[src/rtl/shift_uart_pkg.sv]
// ---------------------------------------------------------------------------
// shift_uart_pkg
// Definitions shared by the shift-register UART receiver and transmitter.
//   rx_state_t          : receiver FSM states (3-bit encoding)
//   DEFAULT_DATA_BITS   : default data bits per frame (8)
//   DEFAULT_OVERSAMPLE  : default baud_clk cycles per bit (16)
// ---------------------------------------------------------------------------
package shift_uart_pkg;

    typedef enum logic [2:0] {
        IDLE  = 3'd0,
        START = 3'd1,
        DATA  = 3'd2,
        STOP  = 3'd3,
        BREAK = 3'd4
    } rx_state_t;

    localparam int DEFAULT_DATA_BITS  = 8;
    localparam int DEFAULT_OVERSAMPLE = 16;

endpackage

[src/rtl/shift_rx_sync.sv]
// ---------------------------------------------------------------------------
// shift_rx_sync
// Brings the asynchronous FTDI RX line into the baud_clk domain and produces
// the bit value used at each FSM sample point.
//   baud_clk : clock
//   rst      : asynchronous active-high reset
//   ftdi_rx  : raw serial line (idles high)
//   rx_s     : synchronised line, two flops after the pin
//   sample   : value to use at a sample point
// Build option SHIFT_RX_MAJORITY_EN: when defined, sample is the majority of
// the last three rx_s values; otherwise sample is rx_s itself.
// ---------------------------------------------------------------------------
module shift_rx_sync (
    input  logic baud_clk,
    input  logic rst,
    input  logic ftdi_rx,
    output logic rx_s,
    output logic sample
);

    logic [1:0] sync_q;

    // Reset to the idle (high) level so reset never looks like a start bit.
    always_ff @(posedge baud_clk or posedge rst) begin
        if (rst) begin
            sync_q <= 2'b11;
        end else begin
            sync_q <= {sync_q[0], ftdi_rx};
        end
    end

    assign rx_s = sync_q[1];

`ifdef SHIFT_RX_MAJORITY_EN
    logic [1:0] hist_q;
    logic [2:0] window;

    always_ff @(posedge baud_clk or posedge rst) begin
        if (rst) begin
            hist_q <= 2'b11;
        end else begin
            hist_q <= {hist_q[0], rx_s};
        end
    end

    // The three-value history is the current rx_s plus the two before it,
    // so the vote lands on the same cycle as an unfiltered sample would.
    assign window = {hist_q, rx_s};
    assign sample = (window[0] & window[1]) |
                    (window[0] & window[2]) |
                    (window[1] & window[2]);
`else
    assign sample = rx_s;
`endif

endmodule

[src/rtl/shift_rx_fsm.sv]
// ---------------------------------------------------------------------------
// shift_rx_fsm
// UART receive deserializer: finds the start bit on the oversampled FTDI RX
// line, recovers an LSB-first 8N1 frame and strobes the result.
//   baud_clk : clock, OVERSAMPLE x baud rate
//   rst      : asynchronous active-high reset
//   ftdi_rx  : serial input, idles high
//   rx_data  : last correctly framed data word (LSB received first)
//   rx_valid : one-cycle pulse, rx_data updated
//   rx_err   : one-cycle pulse, stop bit sampled low
//   rx_busy  : high whenever the FSM is not idle
// Build option SHIFT_RX_MAJORITY_EN selects 3-sample majority voting in
// shift_rx_sync; timing is identical either way.
// ---------------------------------------------------------------------------
module shift_rx_fsm
    import shift_uart_pkg::*;
#(
    parameter int DATA_BITS  = DEFAULT_DATA_BITS,
    parameter int OVERSAMPLE = DEFAULT_OVERSAMPLE
) (
    input  logic                 baud_clk,
    input  logic                 rst,
    input  logic                 ftdi_rx,
    output logic [DATA_BITS-1:0] rx_data,
    output logic                 rx_valid,
    output logic                 rx_err,
    output logic                 rx_busy
);

    localparam int HALF   = OVERSAMPLE / 2;
    localparam int TICK_W = $clog2(OVERSAMPLE);
    localparam int BIT_W  = $clog2(DATA_BITS + 1);

    localparam logic [TICK_W-1:0] TICK_HALF = TICK_W'(HALF - 1);
    localparam logic [TICK_W-1:0] TICK_LAST = TICK_W'(OVERSAMPLE - 1);
    localparam logic [BIT_W-1:0]  BIT_LAST  = BIT_W'(DATA_BITS - 1);

    logic rx_s;
    logic sample;

    rx_state_t             state_q, state_d;
    logic [TICK_W-1:0]     tick_q, tick_d;
    logic [BIT_W-1:0]      bit_q, bit_d;
    logic [DATA_BITS-1:0]  shreg_q, shreg_d;
    logic [DATA_BITS-1:0]  data_d;
    logic                  valid_d;
    logic                  err_d;

    shift_rx_sync u_sync (
        .baud_clk (baud_clk),
        .rst      (rst),
        .ftdi_rx  (ftdi_rx),
        .rx_s     (rx_s),
        .sample   (sample)
    );

    always_ff @(posedge baud_clk or posedge rst) begin
        if (rst) begin
            state_q  <= IDLE;
            tick_q   <= '0;
            bit_q    <= '0;
            shreg_q  <= '0;
            rx_data  <= '0;
            rx_valid <= 1'b0;
            rx_err   <= 1'b0;
        end else begin
            state_q  <= state_d;
            tick_q   <= tick_d;
            bit_q    <= bit_d;
            shreg_q  <= shreg_d;
            rx_data  <= data_d;
            rx_valid <= valid_d;
            rx_err   <= err_d;
        end
    end

    always_comb begin
        state_d = state_q;
        tick_d  = tick_q;
        bit_d   = bit_q;
        shreg_d = shreg_q;
        data_d  = rx_data;
        valid_d = 1'b0;
        err_d   = 1'b0;

        case (state_q)
            IDLE: begin
                tick_d = '0;
                bit_d  = '0;
                if (!rx_s) begin
                    state_d = START;
                end
            end

            // Half a bit in, a line that has gone back high was a glitch.
            START: begin
                if (tick_q == TICK_HALF) begin
                    tick_d  = '0;
                    state_d = sample ? IDLE : DATA;
                end else begin
                    tick_d = tick_q + TICK_W'(1);
                end
            end

            DATA: begin
                if (tick_q == TICK_LAST) begin
                    tick_d  = '0;
                    shreg_d = {sample, shreg_q[DATA_BITS-1:1]};
                    if (bit_q == BIT_LAST) begin
                        bit_d   = '0;
                        state_d = STOP;
                    end else begin
                        bit_d = bit_q + BIT_W'(1);
                    end
                end else begin
                    tick_d = tick_q + TICK_W'(1);
                end
            end

            // Returning to IDLE at mid stop bit leaves half a bit of slack
            // to catch a back-to-back start edge.
            STOP: begin
                if (tick_q == TICK_LAST) begin
                    tick_d = '0;
                    if (sample) begin
                        data_d  = shreg_q;
                        valid_d = 1'b1;
                        state_d = IDLE;
                    end else begin
                        err_d   = 1'b1;
                        state_d = BREAK;
                    end
                end else begin
                    tick_d = tick_q + TICK_W'(1);
                end
            end

            // A held-low line must go high before a new start is accepted.
            BREAK: begin
                tick_d = '0;
                if (rx_s) begin
                    state_d = IDLE;
                end
            end

            default: begin
                state_d = IDLE;
            end
        endcase
    end

    assign rx_busy = (state_q != IDLE);

endmodule
[config.mk]
export PLATFORM = sky130hd
export DESIGN_NAME = shift_rx_fsm
export DESIGN_NICKNAME = d
export VERILOG_FILES = /design/src/rtl/shift_uart_pkg.sv /design/src/rtl/shift_rx_sync.sv /design/src/rtl/shift_rx_fsm.sv
export SDC_FILE = /design/constraint.sdc
export NUM_CORES = 1
export LEC_CHECK = 0
export ABC_AREA = 1
export ABC_CLOCK_PERIOD_IN_PS = 2660
export CORE_MARGIN = 1
export CORE_UTILIZATION = 40
export CTS_CLUSTER_SIZE = 8
export DETAILED_ROUTE_END_ITERATION = 10
export HOLD_SLACK_MARGIN = 0.15
export SLEW_MARGIN = 20
export SYNTH_ARGS = -nofsm -noshare
export SYNTH_HDL_FRONTEND = slang
export SYNTH_HIERARCHICAL = 1
export SYNTH_SLANG_ARGS = --single-unit
export TNS_END_PERCENT = 5
[constraint.sdc]
create_clock -name baud_clk -period 2.66 [get_ports baud_clk]
set_input_delay 0.532 -clock baud_clk [delete_from_list [all_inputs] [get_ports baud_clk]]
set_output_delay 0.532 -clock baud_clk [all_outputs]
set_load 0.01 [all_outputs]
Word level (Yosys, flattened, before mapping)
Index checks and enable logic that the tools add are counted.
- reduce and logical (&&, ||, !) cells: 10
- add/sub/neg operators: 2
- eq/ne operators: 13
- mux-type cells: 21
- operators by type and width (operator ; count):
    3-bit two-way mux ; 7
    4-bit two-way mux ; 4
    3-bit one-hot mux with 5 select lines ; 1
    4-bit one-hot mux with 3 select lines ; 1
    2-bit inequality test, second input constant ; 5
    4-bit by 1-bit adder with 4-bit output, second input constant ; 2
    4-bit by 3-bit equality test with 1-bit output, second input constant ; 2
    4-bit one-hot mux with 2 select lines ; 1
    3-bit by 2-bit equality test with 1-bit output, second input constant ; 2
    1-bit two-way mux ; 6
    6-bit AND reduction ; 1
    3-bit nonzero test ; 2
    4-bit equality test, second input constant ; 1
    2-bit AND reduction ; 2
    2-bit OR reduction ; 2
    3-bit by 1-bit equality test with 1-bit output, second input constant ; 1
    3-bit equality test, second input constant ; 1
    3-bit logical NOT ; 1
    3-bit AND reduction ; 1
    2-bit two-way mux ; 1
    2-bit by 1-bit inequality test with 1-bit output, second input constant ; 1
    2-bit nonzero test ; 1
- word-level logic and storage cells: 54
- register bits: 31
- input bits: 3
- output and inout bits: 11

Depth between registers and ports, before layout
Gate-level depths: netlist of the first run.
- word-level depth: 4
- depth in mapped cells: 8
- depth with buffers taken out: 8

Hierarchy
The synthesis of the first run kept the hierarchy.
- by module, submodules not included (module ; area each (um^2) ; sequential area each (um^2) ; cells an instance ; times used):
    shift_rx_fsm ; 1356.3 ; 725.7 ; 155 ; 1
    shift_rx_sync ; 63.8 ; 52.6 ; 4 ; 1

Least setup slack after synthesis of the first run
OpenSTA, ideal clock, no wires.
- path type: reg-to-output
- start: register state_q[1]
- end: output port rx_busy
- required time: 2.128 ns
- setup slack: 1.331 ns
- stages on the path, launching flop included: 3
- arrival: 0.797 ns
- buffers on the path: 0
- cells stage by stage: dfrtp_1 > nor2_1 > nand2_1
- cells in the longest elaborated chain, start to end: 1
- ends and longest elaborated chain (element ; line ; source):
    start: declaration ; shift_rx_fsm.sv:41 ; rx_state_t state_q, state_d;
    start signal: assignment ; shift_rx_fsm.sv:67 ; state_q <= state_d;
    3-bit nonzero test ; shift_rx_fsm.sv:152 ; assign rx_busy = (state_q != IDLE);
    end: declaration ; shift_rx_fsm.sv:27 ; output logic rx_busy
Every way passes these cells.

Final worst setup path of the first run
Ends and elaborated chain as after synthesis.

==> results of run 1 <==
Yosys cell counts:
cell       n  area share (%)
a21oi_1    2            0.70
buf_4      1            0.53
buf_6      2             1.6
clkinv_1   1            0.26
dfrtp_1   29              51
dfstp_2    2             3.7
ha_1       2             1.8
inv_1     17             4.5
inv_2      2            0.53
nand2_1   45              12
nand2_2    3             1.3
nand3_1   11             3.9
nand3_2    1            0.70
nand3_4    1             1.2
nand4_1    1            0.44
nor2_1    14             3.7
nor2_2     1            0.44
nor2_4     2             1.6
o21ai_0    9             3.2
o21ai_1    4             1.4
o21ai_2    7             4.3
xor2_1     2             1.2
flip-flops by register name, indices dropped and copies added, names as in the netlist:
register	flops
shreg_q	8
rx_err	1
state_q	3
rx_valid	1
rx_data	8
bit_q	4
u_sync/sync_q	2
tick_q	4
final cells by class:
type | count | area, µm²
clock inverter | 1 | 30.03
timing repair buffer | 14 | 150.1
multi-input combinational | 105 | 536.8
inverter | 20 | 75.07
clock buffer | 6 | 41.29
sequential | 31 | 778.2
fill | 347 | 1694
tap | 46 | 57.56
metal layers:
| layer | wire [µm] | part of all wire, % | track usage [%] |
|---|---|---|---|
| met3 | 43 | 1.8 | 5.042 |
| met5 | 0 | 0 | 0 |
| met4 | 60 | 2.5 | 8.571 |
| met2 | 1074 | 45 | 22.27 |
| met1 | 1212 | 51 | 19.84 |
power by group through the flow:
stage,Combinational (mW),Sequential [mW],Clock [mW]
finish,0.288,0.558,0.352
global route,0.340,0.566,0.382
global placement,0.286,0.565,0
CTS,0.289,0.558,0.362
floorplan,0.226,0.556,0
detailed placement,0.288,0.567,0
cells by family after synthesis:
| family | synth area share (%) |
|---|---|
| buf+inv | 7.401 |
| fa+ha+maj | 1.762 |
| simple gates | 25.20 |
| xor+xnor | 1.234 |
| flops | 54.80 |
| compound gates | 9.603 |
worst max path at each step:
| stage | slack, ps | start | to | depth (start not counted) |
|---|---|---|---|---|
| 2_1_floorplan | 1330 | state_q[1]$_DFFE_PP0P_ | rx_busy | 2 |
| 3_3_place_gp | 800 | state_q[1]$_DFFE_PP0P_ | rx_busy | 3 |
| 3_5_place_dp | 740 | state_q[1]$_DFFE_PP0P_ | rx_busy | 3 |
| 4_1_cts | 370 | state_q[1]$_DFFE_PP0P_ | rx_busy | 3 |
| 5_1_grt | 220 | state_q[1]$_DFFE_PP0P_ | rx_busy | 3 |
| 6_report | 390 | state_q[1]$_DFFE_PP0P_ | rx_busy | 3 |
worst max-delay path: cells and delay by family (launching register included):
kind / cells / cell delay (ps)
flip-flops: 1 / 470
buffers and inverters: 1 / 510
AND/OR/NAND/NOR: 2 / 420
stage by stage:
step | cells | total power [mW] | hold slack (ps) | utilization [%]
2_1_floorplan | 159 | 0.7816 | 345.2 | -
3_3_place_gp | 216 | 0.8516 | 347.2 | 47.51
3_5_place_dp | 216 | 0.8549 | 347.3 | 47.51
4_1_cts | 223 | 1.208 | 361.8 | 49.63
5_1_grt | 223 | 1.288 | 367.0 | 49.63
6_report | 223 | 1.198 | 361.3 | 49.63
==> metrics.md, run 1 <==
| Metric | Value |
|---|---|
| Max cap viols | 0 |
| CTS Hold Bufs | 0 |
| Synthesized Nets | 164 |
| Final instance area | 1669 µm² |
| Pint | 0.8123 mW |
| Routed via count | 1027 |
| First-pass GRT wire length | 4077 µm |
| R2r startpoint | tick_q[1]$_DFFE_PP0P_ |
| R2R depth | 7 |
| Starting Density | 42.22% |
| WL per Instance | 10.72 µm |
| Slew Limit Fails | 0 |
| Reg clk slew, reported paths | 100 ps |
| Clock share of power | 29.4% |
| Clock root buffer | clkbuf_4 |
| Antenna violations before repair | 0 |
| Synth-to-Final Area Change | 17.53% |
| Warnings from Yosys | 6 |
| Vias/cell | 4.605 |
| Commonest non-fill, non-tap cell in the layout | nand2_1 |
| Max incr delay on CP | 510 ps |
| Combinational share of power | 24.0% |
| Dpl ws | 738.1 ps |
| Final Net Count | 182 |
| Power Density | 717.7 nW/µm² |
| Drt pass-1 iters | 4 |
| Final TNS setup | 0 ps |
| Total grt overflow | 0 |
| Die Wd | 61.59 µm |
| Hold endpoint | u_sync/sync_q[1]$_DFF_PP1_ |
| Period utilization | 85.38% |
| Crit end category | output port |
| Dpl cell area | 1598 µm² |
| Die Height | 61.59 µm |
| Fin Clk Skew | 6.797 ps |
| Hold Crit Class | reg2reg |
| Setup ws final | 388.9 ps |
| Peak supply drop | 0.3171 mV |
| CTS tree | yes |
| Synth unique cells | 22 |
| Io pins | 14 |
| Leakage | 0.7976 nW |
| Clock Sinks | 31 |
| P_sw | 0.3856 mW |
| IO buf count | 13 |
| Initial drt markers | 69 |
| Slew headroom | 63.78% |
| Layout cells sized above 1 | 14.69% |
| Worst hold start | u_sync/sync_q[0]$_DFF_PP1_ |
| Crit path DAT | 1740 ps |
| Crit-path slowest cell | clkdlybuf4s50_1 |
| Row cnt | 21 |
| Tmin final | 2271 ps |
| GRT Util Overall | 15.26% |
| CTS buffer count | 5 |
| Number of buffers added for setup after CTS | 0 |
| Final ANT Viol Nets | 0 |
| Die area | 3793 µm² |
| Vias in the first global route | 956 |
| Setup violators final | 0 |
| Status | finished, final reports clean |
| Fmax | 440.3 MHz |
| Cell count after synthesis | 159 |
| H-tree lvl count | 2 |
| Worst Path Required | 2130 ps |
| # DRC | 0 |
| Final hold viol count | 0 |
| Worst reg2reg path endpoint | rx_data[0]$_DFFE_PP0P_ |
| Fraction of the yosys area taken by sequential cells | 54.80% |
| CP cell instances | nor2_1 -> nand2_1 -> clkdlybuf4s50_1 |
| Total routed wirelength | 2391 µm |
| Worst R2R Setup Slack | 1120 ps |
| Flop pwr share | 46.6% |
| Clk_lat worst skew | 330 ps |
| Most frequent cells in the layout | 45 x nand2_1, 29 x dfrtp_1, 17 x inv_1 |
| CTS resizes | 0 |
| Largest net degree at the start of global routing | 18 |
| Mapped Avg Cell Area | 8.932 µm² |
| Post-synthesis cell area | 1420 µm² |
| Core area | 3363 µm² |
| Slew @ Worst Pin | 542.7 ps |
| RSZ-0062 raised after global routing | no |
| ANT cells | 0 |
| Yosys reg bits | 31 |
| RePlAce Congestion | 0.8394 |
| Hold Path Depth | 0 |
| Worst-path maximum fanout | 7 |
| Bufs on Longest Clock Path | 2 |
| Sw Ratio | 32.19% |
| Crit Path Class | reg2out |
| Startpoint Class | register |
| DP Wirelength | 1737 µm |
Power figures use the tool's default switching activity.
==> run 2: changes to the inputs <==
Settings changed: CTS_BUF_LIST set to sky130_fd_sc_hd__clkbuf_16.
==> metrics.md, run 2 (synthesis results as in run 1) <==
| Metric | Value |
|---|---|
| Power Density | 833.9 nW/µm² (was 717.7 nW/µm²) |
| Max cap viols | 0 (unchanged) |
| Total grt overflow | 0 (unchanged) |
| Final Net Count | 182 (unchanged) |
| First-pass GRT wire length | 4077 µm (unchanged) |
| Fmax | 455.2 MHz (was 440.3 MHz) |
| Most frequent cells in the layout | 45 x nand2_1, 29 x dfrtp_1, 18 x inv_1 (was 45 x nand2_1, 29 x dfrtp_1, 17 x inv_1) |
| Worst-path maximum fanout | 7 (unchanged) |
| Startpoint Class | register (unchanged) |
| Setup violators final | 0 (unchanged) |
| WL per Instance | 10.71 µm (was 10.72 µm) |
| GRT Util Overall | 15.08% (was 15.26%) |
| Tmin final | 2197 ps (was 2271 ps) |
| Bufs on Longest Clock Path | 2 (unchanged) |
| Reg clk slew, reported paths | 50 ps (was 100 ps) |
| Storage element area | 778.2 µm² (unchanged) |
| Die Wd | 61.59 µm (unchanged) |
| Clock root buffer | clkbuf_16 (was clkbuf_4) |
| R2r startpoint | tick_q[1]$_DFFE_PP0P_ (unchanged) |
| CTS buffer count | 5 (unchanged) |
| Crit Path Class | reg2out (unchanged) |
| Number of fill cells | 338 (was 347) |
| Worst Path Required | 2130 ps (about the same) |
| RSZ-0062 raised after global routing | no (unchanged) |
| Routed via count | 1028 (was 1027) |
| CTS resizes | 0 (unchanged) |
| Worst reg2reg path endpoint | rx_data[0]$_DFFE_PP0P_ (unchanged) |
| Worst hold start | u_sync/sync_q[0]$_DFF_PP1_ (unchanged) |
| Hold Crit Class | reg2reg (unchanged) |
| Fin Clk Skew | 2.677 ps (was 6.797 ps) |
| Final hold viol count | 0 (unchanged) |
| Initial drt markers | 65 (was 69) |
| WP buf/inv | 1 (unchanged) |
| Number of buffers added for setup after CTS | 0 (unchanged) |
| Slew headroom | 63.78% (about the same) |
| Drt pass-1 iters | 4 (unchanged) |
| Hold Path Depth | 0 (unchanged) |
| Crit end category | output port (unchanged) |
| Hold endpoint | u_sync/sync_q[1]$_DFF_PP1_ (unchanged) |
| Regs by FF count | rx_data: 8 flops, shreg_q: 8 flops (unchanged) |
| Starting Density | 42.22% (unchanged) |
| Leakage | 0.8403 nW (was 0.7976 nW) |
| Slew @ Worst Pin | 542.7 ps (about the same) |
| Multi-input gate area | 536.8 µm² (unchanged) |
| IO buf count | 13 (unchanged) |
| Commonest non-fill, non-tap cell in the layout | nand2_1 (unchanged) |
| Die Height | 61.59 µm (unchanged) |
| Max incr delay on CP | 510 ps (about the same) |
| Synth-to-Final Area Change | 23.70% (was 17.53%) |
| Crit-path slowest cell | clkdlybuf4s50_1 (unchanged) |
| Row cnt | 21 (unchanged) |
| Die area | 3793 µm² (unchanged) |
| Final Util | 52.23% (was 49.63%) |
| Vias/cell | 4.610 (was 4.605) |
| Slew Limit Fails | 0 (unchanged) |
| # DRC | 0 (unchanged) |
| Clk_lat worst skew | 270 ps (was 330 ps) |
| CTS tree | yes (unchanged) |
| RePlAce Congestion | 0.8394 (unchanged) |
| R2R depth | 7 (unchanged) |
| Largest net degree at the start of global routing | 18 (unchanged) |
| Total routed wirelength | 2389 µm (was 2391 µm) |
| DP Wirelength | 1737 µm (unchanged) |
| Clock Sinks | 31 (unchanged) |
| Worst R2R Setup Slack | 1130 ps (was 1120 ps) |
| CTS Hold Bufs | 0 (unchanged) |
| ANT cells | 0 (unchanged) |
| Crit path DAT | 1660 ps (was 1740 ps) |
| Top Family by Delay on Critical Path | buffers and inverters (unchanged) |
| Period utilization | 82.58% (was 85.38%) |
| H-tree lvl count | 2 (unchanged) |
| CP cell instances | nor2_1 -> nand2_1 -> clkdlybuf4s50_1 (unchanged) |
| Core area | 3363 µm² (unchanged) |
| Status | finished, final reports clean (unchanged) |
| Peak supply drop | 0.3423 mV (was 0.3171 mV) |
| Final TNS setup | 0 ps (unchanged) |
| Final ANT Viol Nets | 0 (unchanged) |
| Layout cells sized above 1 | 14.69% (unchanged) |
| Vias in the first global route | 953 (was 956) |
| Antenna violations before repair | 0 (unchanged) |
| Io pins | 14 (unchanged) |
[run 2: changes by cell type in the layout (fill, tap and decap cells not counted), sizes merged]
cell / previous run / this run
inv: 19 / 20
clkbuf: 6 / 5
[run 2: worst max path at each step]
stage / from / slack (ps) / cells after the start / end
after floorplan: state_q[1]$_DFFE_PP0P_ / 1330 / 2 / rx_busy
after global placement: state_q[1]$_DFFE_PP0P_ / 800 / 3 / rx_busy
after detailed placement: state_q[1]$_DFFE_PP0P_ / 740 / 3 / rx_busy
after CTS: state_q[1]$_DFFE_PP0P_ / 450 / 3 / rx_busy
after global routing: state_q[1]$_DFFE_PP0P_ / 320 / 3 / rx_busy
final: state_q[1]$_DFFE_PP0P_ / 460 / 3 / rx_busy
[run 2: per-stage QoR]
step	hold WS, ps	total power, mW	instance area (µm²)	setup slack [ps]	cells
after floorplan	345.2	0.7816	1420	1331	159
after global placement	347.2	0.8516	1598	796.4	216
after detailed placement	347.3	0.8549	1598	738.1	216
after CTS	354.7	1.479	1757	450.3	223
after global routing	358.9	1.557	1757	315.5	223
final	354.6	1.465	1757	463.4	223
[run 2: power by group]
part,switching (mW),internal [mW]
Combinational,0.181,0.107
Sequential,0.0463,0.514
Clock,0.185,0.432
Total,0.413,1.05
[run 2: final cells by class]
cell class | instances | area share, %
clock inverters | 2 | 1.923
repair buffers | 14 | 8.547
flip-flops and latches | 31 | 44.30
inverters | 20 | 4.274
well taps | 46 | 3.276
multi-input cells | 105 | 30.56
clock buffers | 5 | 7.123
[run 2: metal layers]
layer  wire, µm  up-vias  part of all wire [%]  global-route usage (%)
li1           -      537                     -                       -
met1       1226      476                    51                   19.58
met2       1062       10                    44                   22.43
met3         34        5                   1.4                   3.782
met4         64        0                   2.7                   9.524
met5          0        -                     0                       0
==> variant 1, RTL diff (flow settings as in run 1) <==
Take the reset off `shreg_q` and `rx_data` and load them in a clocked block of their own.
--- a/src/rtl/shift_rx_fsm.sv
+++ b/src/rtl/shift_rx_fsm.sv
@@ -60,6 +60,4 @@
             tick_q   <= '0;
             bit_q    <= '0;
-            shreg_q  <= '0;
-            rx_data  <= '0;
             rx_valid <= 1'b0;
             rx_err   <= 1'b0;
@@ -68,9 +66,12 @@
             tick_q   <= tick_d;
             bit_q    <= bit_d;
-            shreg_q  <= shreg_d;
-            rx_data  <= data_d;
             rx_valid <= valid_d;
             rx_err   <= err_d;
         end
+    end
+
+    always_ff @(posedge baud_clk) begin
+        shreg_q <= shreg_d;
+        rx_data <= data_d;
     end
 
Formal check against the unedited RTL: same outputs for any inputs over 10 cycles, from zero or initial values and one cycle with rst high; that may be too few to reach the edited logic, so the function may still have changed.
==> variant 1 against run 1 <==
- wire length decreased by 15%
- worst setup slack better by 0.098 ns
- total power grew 11%
- area after synthesis decreased by 7.6%
- final area shrank 6.8%
- count of clock-buffer cells in the layout shrank 1
- maximum frequency rose by 4.5%
- sequential cell count unchanged
- critical path type unchanged
- largest power group unchanged
==> variant 1: results (changes against run 1) <==
status:
  status: "complete, no violations"
drt:
  via_count: 835  # -19%
  viasPerCell: 4.64  # +0.73%
  dr.first_iter.drc_count: 21  # -70%
  firstDrtPassIters: 4  # unchanged
  wl_um: 2040  # -15%
yosys:
  yosys-top-cells-count: "22 x nand2_1, 16 x edfxtp_1, 13 x dfrtp_1, 12 x inv_1, 11 x nor2_1"
  synth_edf_count: 16  # +16
  syn_nets: 122  # -26%
  yosysSeqAreaShare_pct: 65.4  # +11 points
  synth_area_leaders: "edfxtp_1 37%, dfrtp_1 25%, nand2_1 6.3%"
  async_flop_share_pct: 48.4  # -52 points
cells_and_area:
  nNetsFinal: 140  # -23%
  layout-drive-gt1-share_pct: 16.9  # +2.2 points
power:
  p_leak_nw: 0.656  # -18%
  p_int_w: 0.000886  # +9.1%
grt:
  grt_util_met2_pct: 22.0  # -0.28 points
  met3_usage_pct: 5.90  # +0.85 points
  grt_max_degree: 14  # -4
  grt_use_met1_pct: 19.4  # -0.45 points
  grt_usage_pct: 15.0  # -0.27 points
  grt_pass1_vias: 804  # -16%
place:
  gp_congestion: 0.850  # +1.3%
  placed_cells_incl_taps: 172  # -20%
sta:
  tightest_slew_ns: 0.709  # +0.166 ns
  skew_ns: 0.00285  # -0.00395 ns
  hold_ws_ns: 0.363  # +0.00189 ns
setup_path:
  cp.arrival_ns: 1.64  # -0.10 ns
  reg2reg_depth: 3  # -4
  rrSetupSlack_ns: 0.97  # -0.15 ns
  r2r-end: "rx_data[5]"
## variant 1: layout make-up
type	count	area, um2
Sequential cell	31	858
Clock inverter	3	38.8
Timing Repair Buffer	13	130
Multi-Input combinational cell	68	375
Tap cell	44	55.1
Fill cell	282	1520
Inverter	16	60.1
Clock buffer	5	37.5
## variant 1: logic make-up after synthesis
kind of cell | share of synthesized area [%]
AO/OA/AOI/OAI | 6.39
adder cells (fa/ha/maj) | 1.91
buffers and inverters | 6.01
XOR/XNOR | 0.667
flip-flops | 65.4
AND/OR/NAND/NOR | 19.6
## variant 1: worst max path at each step
stage | from | to
2_1_floorplan | tick_q[1] | rx_data[0]
3_3_place_gp | state_q[1] | rx_busy
3_5_place_dp | state_q[1] | rx_busy
4_1_cts | state_q[1] | rx_busy
5_1_grt | state_q[1] | rx_busy
6_report | state_q[1] | rx_busy
## variant 1: power by group through the flow
stage / Clock (W) / Sequential [W] / Combinational [W]
2_1_floorplan: 0 / 0.000600 / 0.000311
4_1_cts: 0.000365 / 0.000615 / 0.000360
3_3_place_gp: 0 / 0.000621 / 0.000357
3_5_place_dp: 0 / 0.000623 / 0.000359
5_1_grt: 0.000389 / 0.000626 / 0.000416
6_report: 0.000356 / 0.000615 / 0.000356
## variant 1: per-stage QoR
stage	setup slack, ns	cell area, um2
after floorplan	1.18	1310
final	0.487	1560
after CTS	0.463	1560
after global routing	0.355	1560
after detailed placement	0.855	1480
after global placement	0.865	1480
## variant 1: critical path, stage by stage, from the launching register on
cell and delay [ns]:
dfrtp_1 0.50, nor2_2 0.25, nand2_1 0.08, clkdlybuf4s50_1 0.49
## variant 1: per-layer routing
metal  wire length [um]  vias up  share of wire (%)
li1                   -      426                  -
met1                971      384                 48
met2                925       20                 45
met3                104        5                5.1
met4                 39        0                1.9
met5                  0        -                  0
==> variant 2, RTL diff (settings of run 1) <==
Without the edit above. The package constant `DEFAULT_DATA_BITS` goes from 8 to 16. Comments in the files are not updated.
--- a/src/rtl/shift_uart_pkg.sv
+++ b/src/rtl/shift_uart_pkg.sv
@@ -16,5 +16,5 @@
     } rx_state_t;
 
-    localparam int DEFAULT_DATA_BITS  = 8;
+    localparam int DEFAULT_DATA_BITS  = 16;
     localparam int DEFAULT_OVERSAMPLE = 16;
 
Interface: changed (resized rx_data); port bits go from 14 to 22. No check against the original RTL was run, so the function may have changed too.
==> variant 2 against run 1 <==
- worst setup slack gained 0.11 ns
- wire length is 41% higher
- sequential cell count up 17
- area after synthesis up 49%
- total power is 39% higher
- final area up 48%
- register-to-register slack got worse by 0.09 ns
- maximum frequency grew 4.9%
- critical path depth unchanged
- largest cell class unchanged
==> variant 2: results (changes against run 1) <==
yosys:
  yosysSeqAreaShare_pct: 57.1  # +2.3 points
  synthAdderAreaFrac_pct: 1.19  # -0.58 points
  yosys.cell_types.count: 25  # +14%
  synth-compound-area-share_pct: 11.4  # +1.8 points
  synth-xor-area-share_pct: 0.415  # -0.82 points
  synth_area_leaders: "dfrtp_1 55%, nand2_1 10%, o21ai_1 5.5%"
  async_flop_share_pct: 100  # unchanged
  yosys-top-cells-count: "58 x nand2_1, 46 x dfrtp_1, 27 x inv_1, 23 x o21ai_1, 16 x nor2_1"
  syn_nets: 232  # +41%
status:
  status: "complete, no violations"
setup_path:
  cp_top_family: "flip-flops"
  rrSetupSlack_ns: 1.03  # -0.09 ns
  cp_slowest_cell: "dfrtp_1"
  crit_path_max_incr_delay_ns: 0.49  # -0.02 ns
sta:
  tightest_slew_ns: 0.747  # +0.204 ns
  skew_ns: 0.00537  # -0.00142 ns
  hold_ws_ns: 0.360  # -0.00155 ns
grt:
  grt_pass1_wl_um: 6220  # +53%
  grt_max_degree: 33  # +15
  grt_usage_pct: 14.5  # -0.71 points
  grt_util_met2_pct: 24.5  # +2.3 points
drt:
  dr.first_iter.drc_count: 59  # -14%
  avgRoutedWirePerCell_um: 10.5  # -1.7%
power:
  peakVddDrop_v: 0.000441  # +39%
  p_leak_nw: 1.13  # +42%
cells_and_area:
  nNetsFinal: 255  # +40%
  reg_top3: "rx_data: 16 flops, shreg_q: 16 flops, bit_q: 5 flops"
  fillers: 523  # +51%
  layout-drive-gt1-share_pct: 14.3  # -0.35 points
cts:
  clk_pin_slew_ns: 0.08  # -0.02 ns
  clockBufferDepth: 2  # unchanged
  clock-root-buffer: "clkbuf_8"
  clkLatencyLatePin_ns: 0.29  # -0.04 ns
place:
  dp_hpwl_um: 2450  # +41%
  gp_congestion: 0.848  # +0.96%
[variant 2: cell families after synthesis]
logic type,Yosys count
AOI/OAI and AO/OA,40
xor gates and xnor gates,1
adders and majority gates,2
buffers and inverters,37
DFF,48
and+or+nand+nor,99
[variant 2: worst paths after layout]
check / cells after the start / start / to
max: 3 / state_q[0] / rx_busy
min: 0 / u_sync/sync_q[0] / u_sync/sync_q[1]
max reg2reg: 7 / tick_q[1] / rx_data[0]
min reg2reg: 0 / u_sync/sync_q[0] / u_sync/sync_q[1]
max in group asynchronous: 3 / rst / shreg_q[5]
min in group asynchronous: 2 / rst / u_sync/sync_q[1]
[variant 2: metal layers]
metal  vias to the layer above  part of all wire [%]
li1                        760                     -
met1                       661                    49
met2                        29                    47
met3                         5                   3.2
met4                         0                   1.2
met5                         -                     0
[variant 2: final cells by class]
| cell class | count | share of cell area (%) |
|---|---|---|
| flip-flops and latches | 48 | 48.6 |
| multi-input cells | 142 | 29.6 |
| repair buffers | 23 | 9.61 |
| inverters | 30 | 4.55 |
| clock buffers | 8 | 4.04 |
| well taps | 70 | 3.54 |
[variant 2: worst reg2reg max path: cells and delay by family (launching register included)]
kind	cells	cell delay (ns)
DFF	1	0.39
buffers and inverters	2	0.35
and+or+nand+nor	4	0.60
adders and majority gates	1	0.22
[variant 2: power breakdown]
group,switching [W],leakage [nW],internal [W]
Sequential,0.0000617,0.657,0.000780
Clock,0.000221,0.0515,0.000237
Combinational,0.000227,0.423,0.000133
Total,0.000509,1.13,0.00115
[variant 2: per-stage QoR]
stage	instances	setup WS (ns)	power, W	instance area, um2
global placement	313	0.852	0.00121	2370
global route	321	0.422	0.00177	2470
detailed placement	313	0.812	0.00121	2370
finish	321	0.495	0.00166	2470
floorplan	227	1.04	0.00112	2110
CTS	321	0.475	0.00168	2470
